**src/rtl/hist_pkg.sv**
```systemverilog
// Shared definitions for the histogram readout serializer: default geometry,
// frame constants, FSM state encoding and the checksum helper.
package hist_pkg;

    localparam int          HIST_NWORDS   = 32;
    localparam int          HIST_WORDW    = 32;
    localparam logic [7:0]  HIST_HDR_BYTE = 8'hA5;

    // Header + all data bytes + checksum byte.
    localparam int          HIST_FRAME_LEN = 2 + HIST_NWORDS * HIST_WORDW / 8;

    typedef enum logic [2:0] {
        ST_IDLE = 3'd0,
        ST_HDR  = 3'd1,
        ST_DATA = 3'd2,
        ST_CSUM = 3'd3,
        ST_FIN  = 3'd4
    } state_t;

    // Running frame checksum: plain byte sum, wrapping modulo 256.
    function automatic logic [7:0] csum_add(input logic [7:0] acc, input logic [7:0] data);
        return acc + data;
    endfunction

endpackage

```
**src/rtl/hist_snapshot_reg.sv**
```systemverilog
// Wide capture register holding a coherent copy of the histogram, with a
// combinational word/byte read mux feeding the serializer.
module hist_snapshot_reg
    import hist_pkg::*;
#(
    parameter int NWORDS = HIST_NWORDS,
    parameter int WORDW  = HIST_WORDW,
    parameter int WIDX_W = $clog2(NWORDS),
    parameter int BIDX_W = $clog2(WORDW / 8)
) (
    input  logic                      clkin,
    input  logic                      rstn,
    input  logic                      load,
    input  logic [NWORDS*WORDW-1:0]   din,
    input  logic [WIDX_W-1:0]         word_sel,
    input  logic [BIDX_W-1:0]         byte_sel,
    output logic [7:0]                rd_byte
);

    logic [NWORDS*WORDW-1:0] snap_r;

    // Capture every histogram word in a single cycle when loading.
    always_ff @(posedge clkin or negedge rstn) begin
        if (!rstn) begin
            snap_r <= {(NWORDS*WORDW){1'b0}};
        end else if (load) begin
            snap_r <= din;
        end else begin
            snap_r <= snap_r;
        end
    end

    // Select byte byte_sel (LSB first) of word word_sel.
    always_comb begin
        rd_byte = 8'h00;
        rd_byte = snap_r[(int'(word_sel) * WORDW) + (int'(byte_sel) * 8) +: 8];
    end

endmodule

```
**src/rtl/hist_readout_serializer.sv**
```systemverilog
// Histogram readout serializer: snapshots the histogram on request and
// streams HDR, all words little-endian and a byte-sum checksum over a
// valid/ready byte link, optionally pulsing a histogram clear at the end.
module hist_readout_serializer
    import hist_pkg::*;
#(
    parameter int         NWORDS   = HIST_NWORDS,
    parameter int         WORDW    = HIST_WORDW,
    parameter logic [7:0] HDR_BYTE = HIST_HDR_BYTE
) (
    input  logic                      clkin,
    input  logic                      rstn,
    input  logic                      start,
    input  logic                      clear_after,
    input  logic [NWORDS*WORDW-1:0]   hist_flat,
    output logic [7:0]                tx_data,
    output logic                      tx_valid,
    input  logic                      tx_ready,
    output logic                      busy,
    output logic                      resethist,
    output logic                      done
);

    localparam int BYTES  = WORDW / 8;
    localparam int WIDX_W = $clog2(NWORDS);
    localparam int BIDX_W = $clog2(BYTES);

    state_t              state_r, state_nx_s;
    logic [WIDX_W-1:0]   word_r, word_nx_s;
    logic [BIDX_W-1:0]   byte_r, byte_nx_s;
    logic [7:0]          csum_r, csum_nx_s;
    logic                clr_r, clr_nx_s;
    logic [7:0]          tx_data_r, tx_data_nx_s;
    logic                tx_valid_r, tx_valid_nx_s;
    logic                busy_r, resethist_r, done_r;
    logic                load_s, xfer_s;
    logic [7:0]          rd_byte_s;

    // The read mux is addressed with the next indices so tx_data can be registered.
    hist_snapshot_reg #(
        .NWORDS (NWORDS),
        .WORDW  (WORDW),
        .WIDX_W (WIDX_W),
        .BIDX_W (BIDX_W)
    ) u_snap (
        .clkin    (clkin),
        .rstn     (rstn),
        .load     (load_s),
        .din      (hist_flat),
        .word_sel (word_nx_s),
        .byte_sel (byte_nx_s),
        .rd_byte  (rd_byte_s)
    );

    assign xfer_s = tx_valid_r && tx_ready;

    // Next-state, index and checksum logic; the byte on the link only advances on a transfer.
    always_comb begin
        state_nx_s = state_r;
        word_nx_s  = word_r;
        byte_nx_s  = byte_r;
        csum_nx_s  = csum_r;
        clr_nx_s   = clr_r;
        load_s     = 1'b0;
        case (state_r)
            ST_IDLE: begin
                if (start) begin
                    load_s     = 1'b1;
                    clr_nx_s   = clear_after;
                    word_nx_s  = {WIDX_W{1'b0}};
                    byte_nx_s  = {BIDX_W{1'b0}};
                    csum_nx_s  = 8'h00;
                    state_nx_s = ST_HDR;
                end else begin
                    state_nx_s = ST_IDLE;
                end
            end
            ST_HDR: begin
                if (xfer_s) begin
                    state_nx_s = ST_DATA;
                end else begin
                    state_nx_s = ST_HDR;
                end
            end
            ST_DATA: begin
                if (xfer_s) begin
                    // tx_data_r is exactly the byte being accepted.
                    csum_nx_s = csum_add(csum_r, tx_data_r);
                    byte_nx_s = byte_r + BIDX_W'(1);
                    if (byte_r == BIDX_W'(BYTES - 1)) begin
                        word_nx_s = word_r + WIDX_W'(1);
                        if (word_r == WIDX_W'(NWORDS - 1)) begin
                            state_nx_s = ST_CSUM;
                        end else begin
                            state_nx_s = ST_DATA;
                        end
                    end else begin
                        state_nx_s = ST_DATA;
                    end
                end else begin
                    state_nx_s = ST_DATA;
                end
            end
            ST_CSUM: begin
                if (xfer_s) begin
                    state_nx_s = ST_FIN;
                end else begin
                    state_nx_s = ST_CSUM;
                end
            end
            ST_FIN: begin
                state_nx_s = ST_IDLE;
            end
            default: begin
                state_nx_s = ST_IDLE;
            end
        endcase
    end

    // Byte and valid presented during the next cycle, derived from the next state.
    always_comb begin
        tx_data_nx_s  = 8'h00;
        tx_valid_nx_s = 1'b0;
        case (state_nx_s)
            ST_HDR: begin
                tx_data_nx_s  = HDR_BYTE;
                tx_valid_nx_s = 1'b1;
            end
            ST_DATA: begin
                tx_data_nx_s  = rd_byte_s;
                tx_valid_nx_s = 1'b1;
            end
            ST_CSUM: begin
                tx_data_nx_s  = csum_nx_s;
                tx_valid_nx_s = 1'b1;
            end
            default: begin
                tx_data_nx_s  = 8'h00;
                tx_valid_nx_s = 1'b0;
            end
        endcase
    end

    // State, indices, checksum and registered outputs; reset abandons any frame.
    always_ff @(posedge clkin or negedge rstn) begin
        if (!rstn) begin
            state_r     <= ST_IDLE;
            word_r      <= {WIDX_W{1'b0}};
            byte_r      <= {BIDX_W{1'b0}};
            csum_r      <= 8'h00;
            clr_r       <= 1'b0;
            tx_data_r   <= 8'h00;
            tx_valid_r  <= 1'b0;
            busy_r      <= 1'b0;
            resethist_r <= 1'b0;
            done_r      <= 1'b0;
        end else begin
            state_r     <= state_nx_s;
            word_r      <= word_nx_s;
            byte_r      <= byte_nx_s;
            csum_r      <= csum_nx_s;
            clr_r       <= clr_nx_s;
            tx_data_r   <= tx_data_nx_s;
            tx_valid_r  <= tx_valid_nx_s;
            busy_r      <= (state_nx_s != ST_IDLE);
            resethist_r <= (state_nx_s == ST_FIN) && clr_nx_s;
            done_r      <= (state_nx_s == ST_FIN);
        end
    end

    assign tx_data   = tx_data_r;
    assign tx_valid  = tx_valid_r;
    assign busy      = busy_r;
    assign resethist = resethist_r;
    assign done      = done_r;

endmodule

```
**config.mk**
```make
export PLATFORM = sky130hd
export DESIGN_NAME = hist_readout_serializer
export DESIGN_NICKNAME = d
export VERILOG_FILES = /design/src/rtl/hist_pkg.sv /design/src/rtl/hist_snapshot_reg.sv /design/src/rtl/hist_readout_serializer.sv
export SDC_FILE = /design/constraint.sdc
export NUM_CORES = 2
export LEC_CHECK = 0
export BUFFER_PORTS_ARGS = -buffer_cell sky130_fd_sc_hd__buf_2
export CAP_MARGIN = 20
export CORE_AREA = 2 2 406 408
export DETAILED_ROUTE_END_ITERATION = 10
export DIE_AREA = 0 0 408 410
export HOLD_SLACK_MARGIN = 0.06
export SKIP_LAST_GASP = 1
export SLEW_MARGIN = 20
export SYNTH_ARGS = -nofsm -noshare
export SYNTH_HDL_FRONTEND = slang
export SYNTH_SLANG_ARGS = --single-unit
```
**constraint.sdc**
```tcl
create_clock -name clkin -period 2.69 [get_ports clkin]
set_input_delay 0.538 -clock clkin [delete_from_list [all_inputs] [get_ports clkin]]
set_output_delay 0.538 -clock clkin [all_outputs]
set_load 0.03 [all_outputs]
```
==> results.tsv <==
metric	value	unit
status	complete, but fails checks	
failing checks	setup timing	
placeable core area	163000	sq um
YS warnings	0	
number of vias in the routed layout	57256	
total leakage power	38.9	nW
endpoint of the worst-slack reg-to-reg timing path	tx_data[1]	
TritonRoute pass-1 iters	6	
count of placed standard cells including taps	9772	
largest vdd supply drop	0.000619	V
largest net degree at the start of global routing	240	
Die Y	410	microns
number of setup violations in the final report	118	
leading post-synthesis cells by cell area	sky130_fd_sc_hd__dfrtp_1 (52%), sky130_fd_sc_hd__nand2_1 (29%), sky130_fd_sc_hd__nand3_1 (3.5%), sky130_fd_sc_hd__mux2i_1 (2.4%), sky130_fd_sc_hd__clkbuf_1 (2.3%)	
drt wl/cell	23.5	microns
share of the clock period used by the worst path after layout	125	%
arrival time worst endpoint	3970	ps
placer's final routability congestion estimate	0.957	
Worst Path Max Fanout	5	
maximum level of the CTS H-tree	3	
clock net sink count	1055	
fin nets	9775	
Int Power	48.1	mW
clock transition at the registers of the reported paths	70	ps
Hold Path Stages	3	
clock network fraction of design power	19.7	%
post-synthesis cell area	50400	sq um
syn_area_per_cell	7.73	sq um
Setup Skew	46.9	ps
number of max-cap violations	0	
P per Cell Area	1120	nW/um^2
worst reg2reg startpoint	state_r[0]	
Critical-path top delay cell	sky130_fd_sc_hd__or4_4	
area share of the largest cell type after synthesis	52.4	%
post-synthesis cell type with the largest combined area	sky130_fd_sc_hd__dfrtp_1	
clock tree from TritonCTS	built	
Hold Crit Endpoint	u_snap.snap_r[1019]	
delay of the slowest cell on the worst path	520	ps
worst max-slew margin expressed relative to the limit	21.6	%
ratio of routed vias to standard cells	5.19	
antenna violations before repair	37	
First DRT Iteration DRCs	6195	
post-synthesis sequential element count	1055	
min-delay worst type	primary input to flip-flop	
part of the power in registers	33.9	%
critical path required time	3300	ps
Worst Setup Slack, final	-675	ps
worst-margin pin slew	1180	ps
Post-route DRC	0	
drt total wl	259000	microns
fraction of power spent switching nets	43.7	%
number of buffers inserted during clock tree synthesis	118	
count of buffers inserted at the top-level ports	1040	
clock root buffer	sky130_fd_sc_hd__clkbuf_16	
floorplan die area	167000	sq um
total design power	85.6	mW
Comb pwr share	46.5	%
Critical Setup Path Class	flip-flop to flip-flop	
layout cells sized above 1	21.5	%
number of cell rows	149	
portion of the post-synthesis area used by sequential elements	52.4	%
setup repair after global routing missed its margin	yes	
startpoint kind of the worst setup timing path	flip-flop	
critical path capture point type	flip-flop	
Global Route Usage Sum	30.0	%
Final Critical Period	3360	ps
count of different cell masters after synthesis	70	
effective utilization at floorplan	30.8	%
number of nets produced by synthesis	7551	
total count of hold-check failures in the final report	0	
Max Buffers Root-to-Sink	3	
Reg2Reg Depth	14	
DP HPWL	178000	microns
die outline width	408	microns
number of flops mapped to enable cells by yosys	0	
start point of the worst min-delay path	hist_flat[1019]	
ANT nets after route	0	
clk_lat worst skew	760	ps
I/O pins	1041	
predominant post-synthesis flop cell	sky130_fd_sc_hd__dfrtp_1	
number of inserted filler cells in the final layout	15281	
cell count after synthesis	6511	
Max Slew Vio Count	0	
remaining global-route overflow	0	
CP cell instances	buf_6 -> or2_4 -> buf_6 -> or4_4 -> a21oi_4 -> buf_12 -> buf_4 -> buf_16 -> buf_12 -> nand3_1 -> nand4_1 -> o21ai_0 -> buf_4 -> or4b_1	
register-to-register setup slack	-670	ps
wire length of the first global-routing pass	374000	microns
achievable frequency	0.297	GHz
switching component of the power	37.4	mW
async set or reset register ratio after synthesis	100	%
via count of the first global-routing pass	57930	
signed area change from the synthesized netlist to the final layout	52.3	%
post-layout instance count excluding filler cells	11039	
==> cell families after synthesis <==
family,Yosys count,synth area share [%]
AO/OA/AOI/OAI,439,6.17
XOR/XNOR,7,0.122
adder cells (fa/ha/maj),11,0.288
buffers and inverters,454,3.67
flip-flops,1055,52.4
multiplexers,121,2.41
AND/OR/NAND/NOR,4424,34.9
==> per-stage QoR <==
stage | TNS [ps] | util [%] | hold WS, ps | instance area (sq um) | setup slack, ps
final | -13110 | 46.9 | 81.0 | 76700 | -675
after global routing | -5830 | 46.9 | 67.1 | 76600 | -783
after CTS | -5800 | 46.5 | 62.4 | 76100 | -759
after detailed placement | -260760 | 37.5 | 455 | 61300 | -1770
after global placement | -248410 | 37.5 | 450 | 61300 | -1710
after floorplan | -24.0 | - | 242 | 50400 | -24.0
==> area by class of cell <==
type | count | area [sq um] | area share [%]
repair buffers | 2547 | 20500 | 26.8
diodes | 19 | 47.5 | 0.0620
clock buffers | 169 | 3470 | 4.52
repair inverters | 1 | 8.76 | 0.0114
well taps | 2189 | 2740 | 3.57
clock inverters | 47 | 523 | 0.682
inverters | 9 | 55.1 | 0.0718
multi-input cells | 5003 | 22900 | 29.9
flip-flops and latches | 1055 | 26400 | 34.4
==> synthesized netlist by cell type, types with 47 or more instances <==
cell type,count
sky130_fd_sc_hd__dfrtp_1,1055
sky130_fd_sc_hd__o21ai_0,47
sky130_fd_sc_hd__nand3_1,350
sky130_fd_sc_hd__nand2_1,3862
sky130_fd_sc_hd__a31oi_1,64
sky130_fd_sc_hd__clkbuf_1,310
sky130_fd_sc_hd__o2111ai_1,81
sky130_fd_sc_hd__a211oi_1,65
sky130_fd_sc_hd__a21oi_1,73
sky130_fd_sc_hd__nand4_1,51
sky130_fd_sc_hd__mux2i_1,119
sky130_fd_sc_hd__and3_1,71
sky130_fd_sc_hd__buf_2,96
==> per-layer routing <==
layer,global-route usage [%],part of all wire [%],vias up
li1,-,-,25414
met1,37.9,40,27634
met2,45.7,44,3161
met3,6.74,8.2,1023
met4,20.8,7.8,24
met5,0,0.064,-
==> power groups by stage <==
stage,combinational (mW),clock (mW),sequential [mW]
floorplan,21.0,0,26.7
global placement,35.3,0,28.8
detailed placement,35.8,0,28.8
CTS,38.7,17.1,28.7
global route,43.5,17.7,29.6
finish,39.8,16.8,29.0
==> cell usage in the layout (no fill, tap or decap), types with 10 or more instances in the layout <==
| master | instances |
|---|---|
| sky130_fd_sc_hd__buf_4 | 397 |
| sky130_fd_sc_hd__clkbuf_16 | 122 |
| sky130_fd_sc_hd__mux2i_1 | 117 |
| sky130_fd_sc_hd__clkinvlp_4 | 10 |
| sky130_fd_sc_hd__nor4_2 | 10 |
| sky130_fd_sc_hd__dlygate4sd3_1 | 974 |
| sky130_fd_sc_hd__diode_2 | 19 |
| sky130_fd_sc_hd__nand3_1 | 338 |
| sky130_fd_sc_hd__clkbuf_8 | 28 |
| sky130_fd_sc_hd__nand4_1 | 51 |
| sky130_fd_sc_hd__o2111ai_1 | 75 |
| sky130_fd_sc_hd__o21ai_1 | 10 |
| sky130_fd_sc_hd__a32oi_1 | 26 |
| sky130_fd_sc_hd__o211ai_1 | 16 |
| sky130_fd_sc_hd__dfrtp_1 | 1053 |
| sky130_fd_sc_hd__a21oi_1 | 68 |
| sky130_fd_sc_hd__buf_12 | 89 |
| sky130_fd_sc_hd__nand3_2 | 11 |
| sky130_fd_sc_hd__and3_1 | 68 |
| sky130_fd_sc_hd__buf_2 | 1039 |
| sky130_fd_sc_hd__buf_6 | 27 |
| sky130_fd_sc_hd__a31oi_1 | 61 |
| sky130_fd_sc_hd__clkbuf_1 | 21 |
| sky130_fd_sc_hd__a211oi_1 | 56 |
| sky130_fd_sc_hd__o22ai_1 | 11 |
| sky130_fd_sc_hd__nor2_1 | 18 |
| sky130_fd_sc_hd__nand2_1 | 3858 |
| sky130_fd_sc_hd__o21ai_0 | 33 |
| sky130_fd_sc_hd__clkinv_2 | 18 |
==> what timing repair did <==
action,CTS,global route
setup endpoints to repair,396,378
pin swaps,41,40
resized for setup,134,61
hold buffers,974,0
cloned,8,2
endpoints found under the hold margin,1006,0
setup buffers,30,21
==> registers in the layout, summed over array words and instances (netlist names) <==
signal,count
busy,1
resethist,1
csum_r,8
tx_data,8
u_snap.snap_r,1024
word_r,5
state_r,3
done,1
byte_r,2
tx_valid,1
clr_r,1
==> worst max-delay path: cells and delay by family (launching register included) <==
kind,cells,cell delay [ps]
AO/OA/AOI/OAI,2,320
flip-flops,1,420
buffers and inverters,7,1000
AND/OR/NAND/NOR,5,1430
==> worst max-delay path by stage <==
stage / from / to / slack [ps] / depth (start not counted)
3_3_place_gp: tx_ready / tx_data[1] / -1710 / 14
4_1_cts: byte_r[0] / tx_data[7] / -760 / 15
6_report: state_r[0] / tx_data[1] / -670 / 14
3_5_place_dp: tx_ready / tx_data[1] / -1770 / 14
5_1_grt: byte_r[0] / tx_data[1] / -780 / 13
2_1_floorplan: state_r[0] / tx_data[1] / -20 / 10
(Power assumes the default switching activity.)
